`src/rtl/fir_stream_controller.sv`:
```
// Sequencer for one n_tap_fir: waits out coefficient load, streams a bounded sample run, captures results.
// Optional zero-sample flush of the FIR delay line is enabled by defining FIR_CTRL_FLUSH_EN.
module fir_stream_controller #(
   parameter int unsigned DATA_WIDTH   = 8,
   parameter int unsigned OUT_WIDTH    = 19,
   parameter int unsigned COUNT_WIDTH  = 16,
   parameter int unsigned SETUP_CYCLES = 32,
   parameter int unsigned OUT_LATENCY  = 1,
   parameter int unsigned FLUSH_LEN    = 19
) (
   input  logic                         clock,
   input  logic                         reset,
   input  logic                         start,
   input  logic [COUNT_WIDTH-1:0]       sampleCount,
   input  logic                         inValid,
   input  logic signed [DATA_WIDTH-1:0] inData,
   output logic                         inReady,
   output logic                         firLoadDataFlag,
   output logic                         firStopDataLoadFlag,
   output logic signed [DATA_WIDTH-1:0] firDataIn,
   input  logic signed [OUT_WIDTH-1:0]  firDataOut,
   output logic                         outValid,
   output logic signed [OUT_WIDTH-1:0]  outData,
   output logic                         busy,
   output logic                         done
);

   localparam int unsigned CYC_MAX = (SETUP_CYCLES > FLUSH_LEN) ? SETUP_CYCLES : FLUSH_LEN;
   localparam int unsigned CYC_W   = $clog2(CYC_MAX + 1);

   typedef enum logic [2:0] {
      ST_PURGE  = 3'd0,
      ST_IDLE   = 3'd1,
      ST_SETUP  = 3'd2,
      ST_STREAM = 3'd3,
`ifdef FIR_CTRL_FLUSH_EN
      ST_FLUSH  = 3'd4,
`endif
      ST_DRAIN  = 3'd5,
      ST_STOP   = 3'd6
   } state_t;

   state_t                        state, state_nxt;
   logic [CYC_W-1:0]              cyc_cnt;
   logic [COUNT_WIDTH-1:0]        remaining;
   logic [OUT_LATENCY:0]          load_line;
   logic                          ready_d, load_d, stop_d, done_d, busy_d;
   logic signed [DATA_WIDTH-1:0]  data_d;

   always_ff @(posedge clock) begin
      if (reset) state <= ST_PURGE;
      else       state <= state_nxt;
   end

   always_comb begin
      state_nxt = state;
      case (state)
         ST_PURGE:  state_nxt = ST_IDLE;
         ST_IDLE:   if (start && (sampleCount != '0)) state_nxt = ST_SETUP;
         ST_SETUP:  if (cyc_cnt == CYC_W'(SETUP_CYCLES - 1)) state_nxt = ST_STREAM;
`ifdef FIR_CTRL_FLUSH_EN
         ST_STREAM: if (inValid && (remaining == COUNT_WIDTH'(1))) state_nxt = ST_FLUSH;
         ST_FLUSH:  if (cyc_cnt == CYC_W'(FLUSH_LEN - 1)) state_nxt = ST_DRAIN;
`else
         ST_STREAM: if (inValid && (remaining == COUNT_WIDTH'(1))) state_nxt = ST_DRAIN;
`endif
         // every load has been issued; once the line empties the last result is out
         ST_DRAIN:  if (load_line == '0) state_nxt = ST_STOP;
         ST_STOP:   state_nxt = ST_IDLE;
         default:   state_nxt = ST_PURGE;
      endcase
   end

   always_comb begin
      ready_d = 1'b0;
      load_d  = 1'b0;
      data_d  = '0;
      stop_d  = 1'b0;
      done_d  = 1'b0;
      busy_d  = 1'b0;
      ready_d = (state_nxt == ST_STREAM);
      busy_d  = (state_nxt != ST_IDLE);
      stop_d  = (state == ST_PURGE) || (state_nxt == ST_STOP);
      done_d  = (state_nxt == ST_STOP) ||
                ((state == ST_IDLE) && start && (sampleCount == '0));
      if ((state == ST_STREAM) && inValid) begin
         load_d = 1'b1;
         data_d = inData;
      end
`ifdef FIR_CTRL_FLUSH_EN
      if (state == ST_FLUSH) load_d = 1'b1;
`endif
   end

   // Shared cycle counter restarts on every state change; only SETUP and FLUSH read it.
   always_ff @(posedge clock) begin
      if (reset) begin
         cyc_cnt   <= '0;
         remaining <= '0;
      end else begin
         if (state_nxt == state) cyc_cnt <= cyc_cnt + CYC_W'(1);
         else                    cyc_cnt <= '0;
         if ((state == ST_IDLE) && start)
            remaining <= sampleCount;
         else if ((state == ST_STREAM) && inValid)
            remaining <= remaining - COUNT_WIDTH'(1);
      end
   end

   always_ff @(posedge clock) begin
      if (reset) begin
         inReady             <= 1'b0;
         firStopDataLoadFlag <= 1'b0;
         firDataIn           <= '0;
         load_line           <= '0;
         outValid            <= 1'b0;
         outData             <= '0;
         busy                <= 1'b0;
         done                <= 1'b0;
      end else begin
         inReady             <= ready_d;
         firStopDataLoadFlag <= stop_d;
         firDataIn           <= data_d;
         load_line           <= {load_line[OUT_LATENCY-1:0], load_d};
         outValid            <= load_line[OUT_LATENCY];
         if (load_line[OUT_LATENCY]) outData <= firDataOut;
         busy                <= busy_d;
         done                <= done_d;
      end
   end

   // Stage 0 of the result tracking line is the load strobe itself.
   assign firLoadDataFlag = load_line[0];

endmodule
```
`config.mk`:
```
export PLATFORM = sky130hd
export DESIGN_NAME = fir_stream_controller
export DESIGN_NICKNAME = d
export VERILOG_FILES = /design/src/rtl/fir_stream_controller.sv
export SDC_FILE = /design/constraint.sdc
export NUM_CORES = 1
export LEC_CHECK = 0
export CELL_PAD_IN_SITES_DETAIL_PLACEMENT = 1
export CELL_PAD_IN_SITES_GLOBAL_PLACEMENT = 2
export CORE_AREA = 2 2 106 108
export DETAILED_ROUTE_END_ITERATION = 12
export DIE_AREA = 0 0 108 110
export PLACE_DENSITY = 0.83
export SETUP_SLACK_MARGIN = 0.3
export SLEW_MARGIN = 15
export SYNTH_ARGS = -nofsm -noshare
export SYNTH_HDL_FRONTEND = slang
export SYNTH_SLANG_ARGS = --single-unit
```
`constraint.sdc`:
```
create_clock -name clock -period 1.6 [get_ports clock]
set_input_delay 0.24 -clock clock [delete_from_list [all_inputs] [get_ports clock]]
set_output_delay 0.24 -clock clock [all_outputs]
set_load 0.005 [all_outputs]
```
==> results.sh, run 1 <==
export IMPL_status="finished with violations"
export IMPL_violations="negative setup slack"
export IMPL_r2r_end="inReady"
export IMPL_cts_tree="built"
export IMPL_hold_path_class="input port to flop"
export IMPL_nets=473
export IMPL_max_clock_freq_mhz=553
export IMPL_first_pass_iters=4
export IMPL_finalCritPeriodShare=1.13
export IMPL_port_buffers=79
export IMPL_h_tree_depth=3
export IMPL_path_class="flop to flop"
export IMPL_drtIter0Drc=74
export IMPL_reg2reg_from="remaining[1]"
export IMPL_cts_made_buffers=9
export IMPL_wl_per_cell_um=17.0
export IMPL_end_kind="flop"
export IMPL_power_density_nw_per_um2=923
export IMPL_dp_cells=529
export IMPL_numClockSinks=59
export IMPL_crit_start="remaining[1]"
export IMPL_finalSetupViolations=18
export IMPL_die_w_um=108
export IMPL_maxSlewViolCount=0
export IMPL_stdcell_count=568
export IMPL_relSlewSlack=0.729
export IMPL_fin_area_um2=4710
export IMPL_critPathLaunchType="flop"
export IMPL_place_ws_ns=-0.617
export IMPL_drive_gt1_frac=0.432
export IMPL_grt_pass1_vias=2868
export IMPL_utilization=0.440
export IMPL_path_clk_slew_ns=0.07
export IMPL_synth_top_area_share=0.470
export IMPL_finalHoldViolCount=0
export IMPL_grt_pass1_wl_mm=14.6
export IMPL_reg2reg_depth=8
export IMPL_drt_wl_total_mm=9.68
export IMPL_vias_per_cell=4.73
export IMPL_dpl_instance_area_um2=3880
export IMPL_post_route_min_period_ns=1.81
export IMPL_row_count=38
export IMPL_rrSetupSlack_ns=-0.21
export IMPL_synth_top_area_cell="dfxtp_1"
export IMPL_critPathRequiredTime_ns=1.81
export IMPL_synth_warnings=0
export IMPL_synth_area_um2=2510
export IMPL_antenna_found_initial=0
export IMPL_regArea_um2=1200
export IMPL_p_leak_nw=1.92
export IMPL_synth_seq_cells=59
export IMPL_dpl_hpwl_mm=6.14
export IMPL_gp_congestion=0.799
export IMPL_grt_overflow=0
export IMPL_root_buffer="clkbuf_8"
export IMPL_drc=0
export IMPL_critPathMaxFanout=2
export IMPL_ioPinCount=80
export IMPL_finClkSkew_ns=0.00997
export IMPL_vias=2686
export IMPL_antenna_left=0
export IMPL_synth_cells=270
export IMPL_multiInputGateArea_um2=1660
export IMPL_drv_cap=0
export IMPL_post_route_worst_setup_slack_ns=-0.210
export IMPL_area_growth_pct=87.5
export IMPL_diodes=0
export IMPL_fillers=1189
export IMPL_clk_latency_ns=0.34
export IMPL_endpoint="inReady"
export IMPL_synth_distinct_cells=48
export IMPL_start_util=0.235
export IMPL_chipHeight_um=110
export IMPL_die_area_um2=11900
export IMPL_min_from="sampleCount[8]"
export IMPL_crit_arrival_ns=2.02
export IMPL_core_region_area_um2=10700
export IMPL_synth_area_leaders="dfxtp_1 (47%), mux2i_1 (7.6%), nor2_1 (6.4%)"
export IMPL_ctsHoldBuffers=0
export IMPL_grt_total_usage=0.160
export IMPL_worst_slew_pin_slew_ns=0.403
export IMPL_synth_fp_nets=320
export IMPL_clockBufferDepth=2
export IMPL_hold_ws_ns=0.241
export IMPL_rsz0062_at_grt="yes"
export IMPL_ys_seq_area_frac=0.470
export IMPL_ir_drop_uv=399
export IMPL_syn_area_per_cell_um2=9.31
export IMPL_grt_max_degree=27
cell type report:
cell class              instances  area share
clock buffers                  11      0.0321
repair buffers                157       0.297
inverters                       5     0.00398
multi-input cells             191       0.351
well taps                     140      0.0372
clock inverters                 5      0.0228
flip-flops and latches         59       0.256
metrics by stage:
stage                     power, mW  setup TNS, ns
after CTS                      4.25          -1.86
after global routing           4.53          -3.74
after floorplan                1.94              0
final                          4.35          -2.10
after detailed placement       2.31         -12.67
after global placement         2.29         -10.50
worst min path at each step:
stage | end | slack [ns] | depth (start not counted)
2_1_floorplan | firDataIn[0] | 0.36 | 1
6_report | remaining[8] | 0.24 | 3
4_1_cts | remaining[1] | 0.32 | 3
5_1_grt | remaining[2] | 0.25 | 3
3_3_place_gp | cyc_cnt[0] | 0.44 | 1
3_5_place_dp | remaining[11] | 0.48 | 2
cells by family after synthesis:
family	count (synthesis)	synth area share
buffers and inverters	20	0.0343
adder cells (fa/ha/maj)	3	0.0149
AND/OR/NAND/NOR	105	0.236
XOR/XNOR	4	0.0139
AO/OA/AOI/OAI	59	0.150
multiplexers	20	0.0811
flip-flops	59	0.470
registers in the layout (all words and copies together), names as in the netlist:
signal	count
firDataIn	8
firStopDataLoadFlag	1
busy	1
outValid	1
state	3
inReady	1
load_line	2
done	1
outData	19
cyc_cnt	6
remaining	16
per-layer routing:
layer / vias to the layer above / routed length, um / track usage
met5: - / 0 / 0
met4: 0 / 231 / 0.0604
met3: 18 / 581 / 0.0588
met2: 82 / 5100 / 0.283
met1: 1307 / 3770 / 0.177
li1: 1279 / - / -
synthesized netlist by cell type (all sizes together):
| cell type | n |
|---|---|
| nand4bb | 1 |
| xnor2 | 2 |
| a32oi | 3 |
| nand2 | 5 |
| nand4b | 1 |
| buf | 8 |
| or2 | 3 |
| clkbuf | 7 |
| nor4b | 1 |
| a31oi | 5 |
| inv | 5 |
| and2 | 10 |
| a221oi | 1 |
| nor4 | 7 |
| a21o | 3 |
| a211oi | 2 |
| o21ai | 6 |
| nand2b | 4 |
| or4 | 1 |
| or3 | 4 |
| or4bb | 1 |
| o311ai | 4 |
| o221a | 1 |
| dfxtp | 59 |
| nor3 | 6 |
| o211ai | 5 |
| ha | 3 |
| nand4 | 3 |
| a41oi | 1 |
| and3 | 1 |
| xor2 | 2 |
| mux2i | 20 |
| or3b | 1 |
| a311o | 1 |
| nor2 | 44 |
| a222oi | 1 |
| nor3b | 1 |
| nor2b | 4 |
| nand3 | 6 |
| and4b | 1 |
| a21oi | 26 |
report_power, final:
part           internal (mW)  switching, mW  total [mW]
Clock                   1.13          0.655        1.78
Sequential              1.53         0.0450        1.57
Combinational          0.523          0.471       0.993
worst max-delay path, stage by stage, from the launching register on:
cell and delay (ns):
dfxtp_2 0.33, inv_2 0.07, ha_4 0.13, or4bb_4 0.47
nor3_4 0.15, buf_6 0.13, and2_4 0.14, a21o_1 0.18
a211oi_2 0.08
layout by cell type, fill, tap and decap left out, types with 4 or more instances in the layout:
master,n
buf_4,52
dfxtp_1,44
nor2_1,39
dlygate4sd2_1,39
clkdlybuf4s50_1,29
buf_6,25
a21oi_1,19
mux2i_1,19
dfxtp_2,13
clkbuf_8,11
and2_4,9
clkbuf_2,7
a21oi_2,6
o211ai_1,5
nand3_1,5
nand2b_1,4
nor2b_1,4
clkdlybuf4s15_1,4
repair_timing:
| item | in CTS | in global routing |
|---|---|---|
| endpoints found under the setup margin | 69 | 36 |
| gates cloned | 0 | 1 |
| pin swaps | 40 | 34 |
| gates resized for setup | 120 | 70 |
| buffers inserted | 10 | 12 |
No activity file was read; power rests on OpenSTA's default activity.
==> inputs of run 2 (changes only) <==
--- a/config.mk
+++ b/config.mk
@@ -5,6 +5,7 @@
 export SDC_FILE = /design/constraint.sdc
 export NUM_CORES = 1
 export LEC_CHECK = 0
+export CAP_MARGIN = 10
 export CELL_PAD_IN_SITES_DETAIL_PLACEMENT = 1
 export CELL_PAD_IN_SITES_GLOBAL_PLACEMENT = 2
 export CORE_AREA = 2 2 106 108
@@ -16,3 +17,4 @@
 export SYNTH_ARGS = -nofsm -noshare
 export SYNTH_HDL_FRONTEND = slang
 export SYNTH_SLANG_ARGS = --single-unit
+export TNS_END_PERCENT = 1
==> run 2 against run 1 <==
The flow still finishes with violations (negative setup slack). Register-to-register slack better by 0.08 ns. Largest cell class unchanged. Largest power group is now registers. Via count is 5.9% lower. Global-route usage is 1.4 points lower. Highest routed layer unchanged.
==> results.sh, run 2 (synthesis results as in run 1) <==
export IMPL_final_common_cell="dfxtp_1"
export IMPL_relSlewSlack=0.784
export IMPL_critPathLaunchType="flop"
export IMPL_numClockSinks=59
export IMPL_cpMaxStageDelayCell="or3_4"
export IMPL_vias_per_cell=4.65
export IMPL_largest_register="outData"
export IMPL_diodes=0
export IMPL_ioPinCount=80
export IMPL_gp_congestion=0.824
export IMPL_finalCritPeriodShare=1.08
export IMPL_die_area_um2=11900
export IMPL_fillers=1271
export IMPL_area_growth_pct=63.2
export IMPL_finClkSkew_ns=0.00808
export IMPL_wl_per_cell_um=15.3
export IMPL_nets=449
export IMPL_grt_overflow=0
export IMPL_vias=2528
export IMPL_chipHeight_um=110
export IMPL_first_pass_iters=4
export IMPL_ctsHoldBuffers=0
export IMPL_die_w_um=108
export IMPL_ir_drop_uv=338
export IMPL_cts_tree="built"
export IMPL_place_ws_ns=-0.667
export IMPL_largest_reg_flops=19
export IMPL_core_region_area_um2=10700
export IMPL_maxSlewViolCount=0
export IMPL_start_util=0.235
export IMPL_final_cell_mix="dfxtp_1 (52), buf_4 (48), nor2_1 (42), dlygate4sd2_1 (41), clkdlybuf4s50_1 (38)"
export IMPL_clk_latency_ns=0.34
export IMPL_max_clock_freq_mhz=580
export IMPL_critPathRequiredTime_ns=1.82
export IMPL_grt_max_degree=21
export IMPL_antenna_found_initial=0
export IMPL_status="finished with violations"
export IMPL_drv_cap=0
export IMPL_power_density_nw_per_um2=892
export IMPL_path_clk_slew_ns=0.07
export IMPL_clockBufferDepth=2
export IMPL_grt_pass1_vias=2776
export IMPL_root_buffer="clkbuf_8"
export IMPL_regArea_um2=1190
export IMPL_finalSetupViolations=11
export IMPL_violations="negative setup slack"
export IMPL_cp_cell_sequence="or3_4 > nor4b_4 > a31oi_2 > mux2i_4 > nor2b_1"
export IMPL_p_leak_nw=1.70
export IMPL_end_kind="flop"
export IMPL_multiInputGateArea_um2=1350
export IMPL_rsz0062_at_grt="yes"
export IMPL_post_route_worst_setup_slack_ns=-0.125
export IMPL_worst_slew_pin_slew_ns=0.324
export IMPL_h_tree_depth=3
export IMPL_antenna_left=0
export IMPL_hold_ws_ns=0.387
export IMPL_drt_wl_total_mm=8.33
export IMPL_hold_path_class="input port to flop"
export IMPL_path_class="flop to flop"
export IMPL_crit_arrival_ns=1.94
export IMPL_dpl_hpwl_mm=6.05
export IMPL_port_buffers=79
export IMPL_drive_gt1_frac=0.255
export IMPL_drc=0
export IMPL_max_stage_delay_ns=0.41
export IMPL_finalHoldViolCount=0
export IMPL_top_regs="outData (19), remaining (16), firDataIn (8)"
export IMPL_drtIter0Drc=68
export IMPL_row_count=38
export IMPL_grt_pass1_wl_mm=13.6
export IMPL_post_route_min_period_ns=1.72
export IMPL_critPathMaxFanout=6
export IMPL_grt_total_usage=0.146
export IMPL_cts_made_buffers=9
run 2: repair_timing:
action	in CTS	in global routing
pin swaps	12	4
resized for setup	65	11
endpoints found under the hold margin	0	0
setup endpoints to repair	61	37
setup buffers	1	0
run 2: routing by layer:
metal,global-route usage,up-vias,wire length (um)
li1,-,1234,-
met1,0.163,1196,3460
met2,0.250,85,4040
met3,0.0629,13,695
met4,0.0513,0,129
met5,0,-,0
run 2: cell type report:
class / instances / share of cell area
Clock inverter: 6 / 0.0159
Tap cell: 140 / 0.0427
Timing Repair Buffer: 133 / 0.287
Inverter: 5 / 0.00457
Multi-Input combinational cell: 191 / 0.329
Sequential cell: 59 / 0.290
Clock buffer: 10 / 0.0311
run 2: per-stage QoR:
stage | area (um^2) | instances | setup TNS, ns | util | power, mW
finish | 4100 | 544 | -0.970 | 0.384 | 3.66
global route | 4100 | 544 | -2.14 | 0.384 | 3.84
CTS | 4060 | 544 | -0.877 | 0.380 | 3.69
detailed placement | 3820 | 527 | -10.25 | 0.357 | 2.26
global placement | 3820 | 527 | -8.67 | 0.357 | 2.24
floorplan | 2510 | 270 | -0.321 | - | 1.90
run 2: path summary, 6_finish.rpt:
kind | startpoint | endpoint | slack, ns | cells past startpoint
max | remaining[9] | cyc_cnt[1] | -0.12 | 5
min | sampleCount[12] | remaining[12] | 0.39 | 3
max reg2reg | remaining[9] | cyc_cnt[1] | -0.12 | 5
min reg2reg | outData[7] | outData[7] | 0.49 | 2
run 2: report_power, final:
| group | switching, mW | total [mW] | internal (mW) | leakage (nW) |
|---|---|---|---|---|
| clock network | 0.634 | 1.36 | 0.722 | 0.0966 |
| registers | 0.0472 | 1.57 | 1.53 | 0.481 |
| logic | 0.338 | 0.728 | 0.390 | 1.12 |
| total | 1.02 | 3.66 | 2.64 | 1.70 |
run 2: worst max-delay path, delay by kind of cell, from the launching register on:
family          cells  cell delay, ns
compound gates      1            0.17
mux                 1            0.26
flops               1            0.32
simple gates        3            0.85
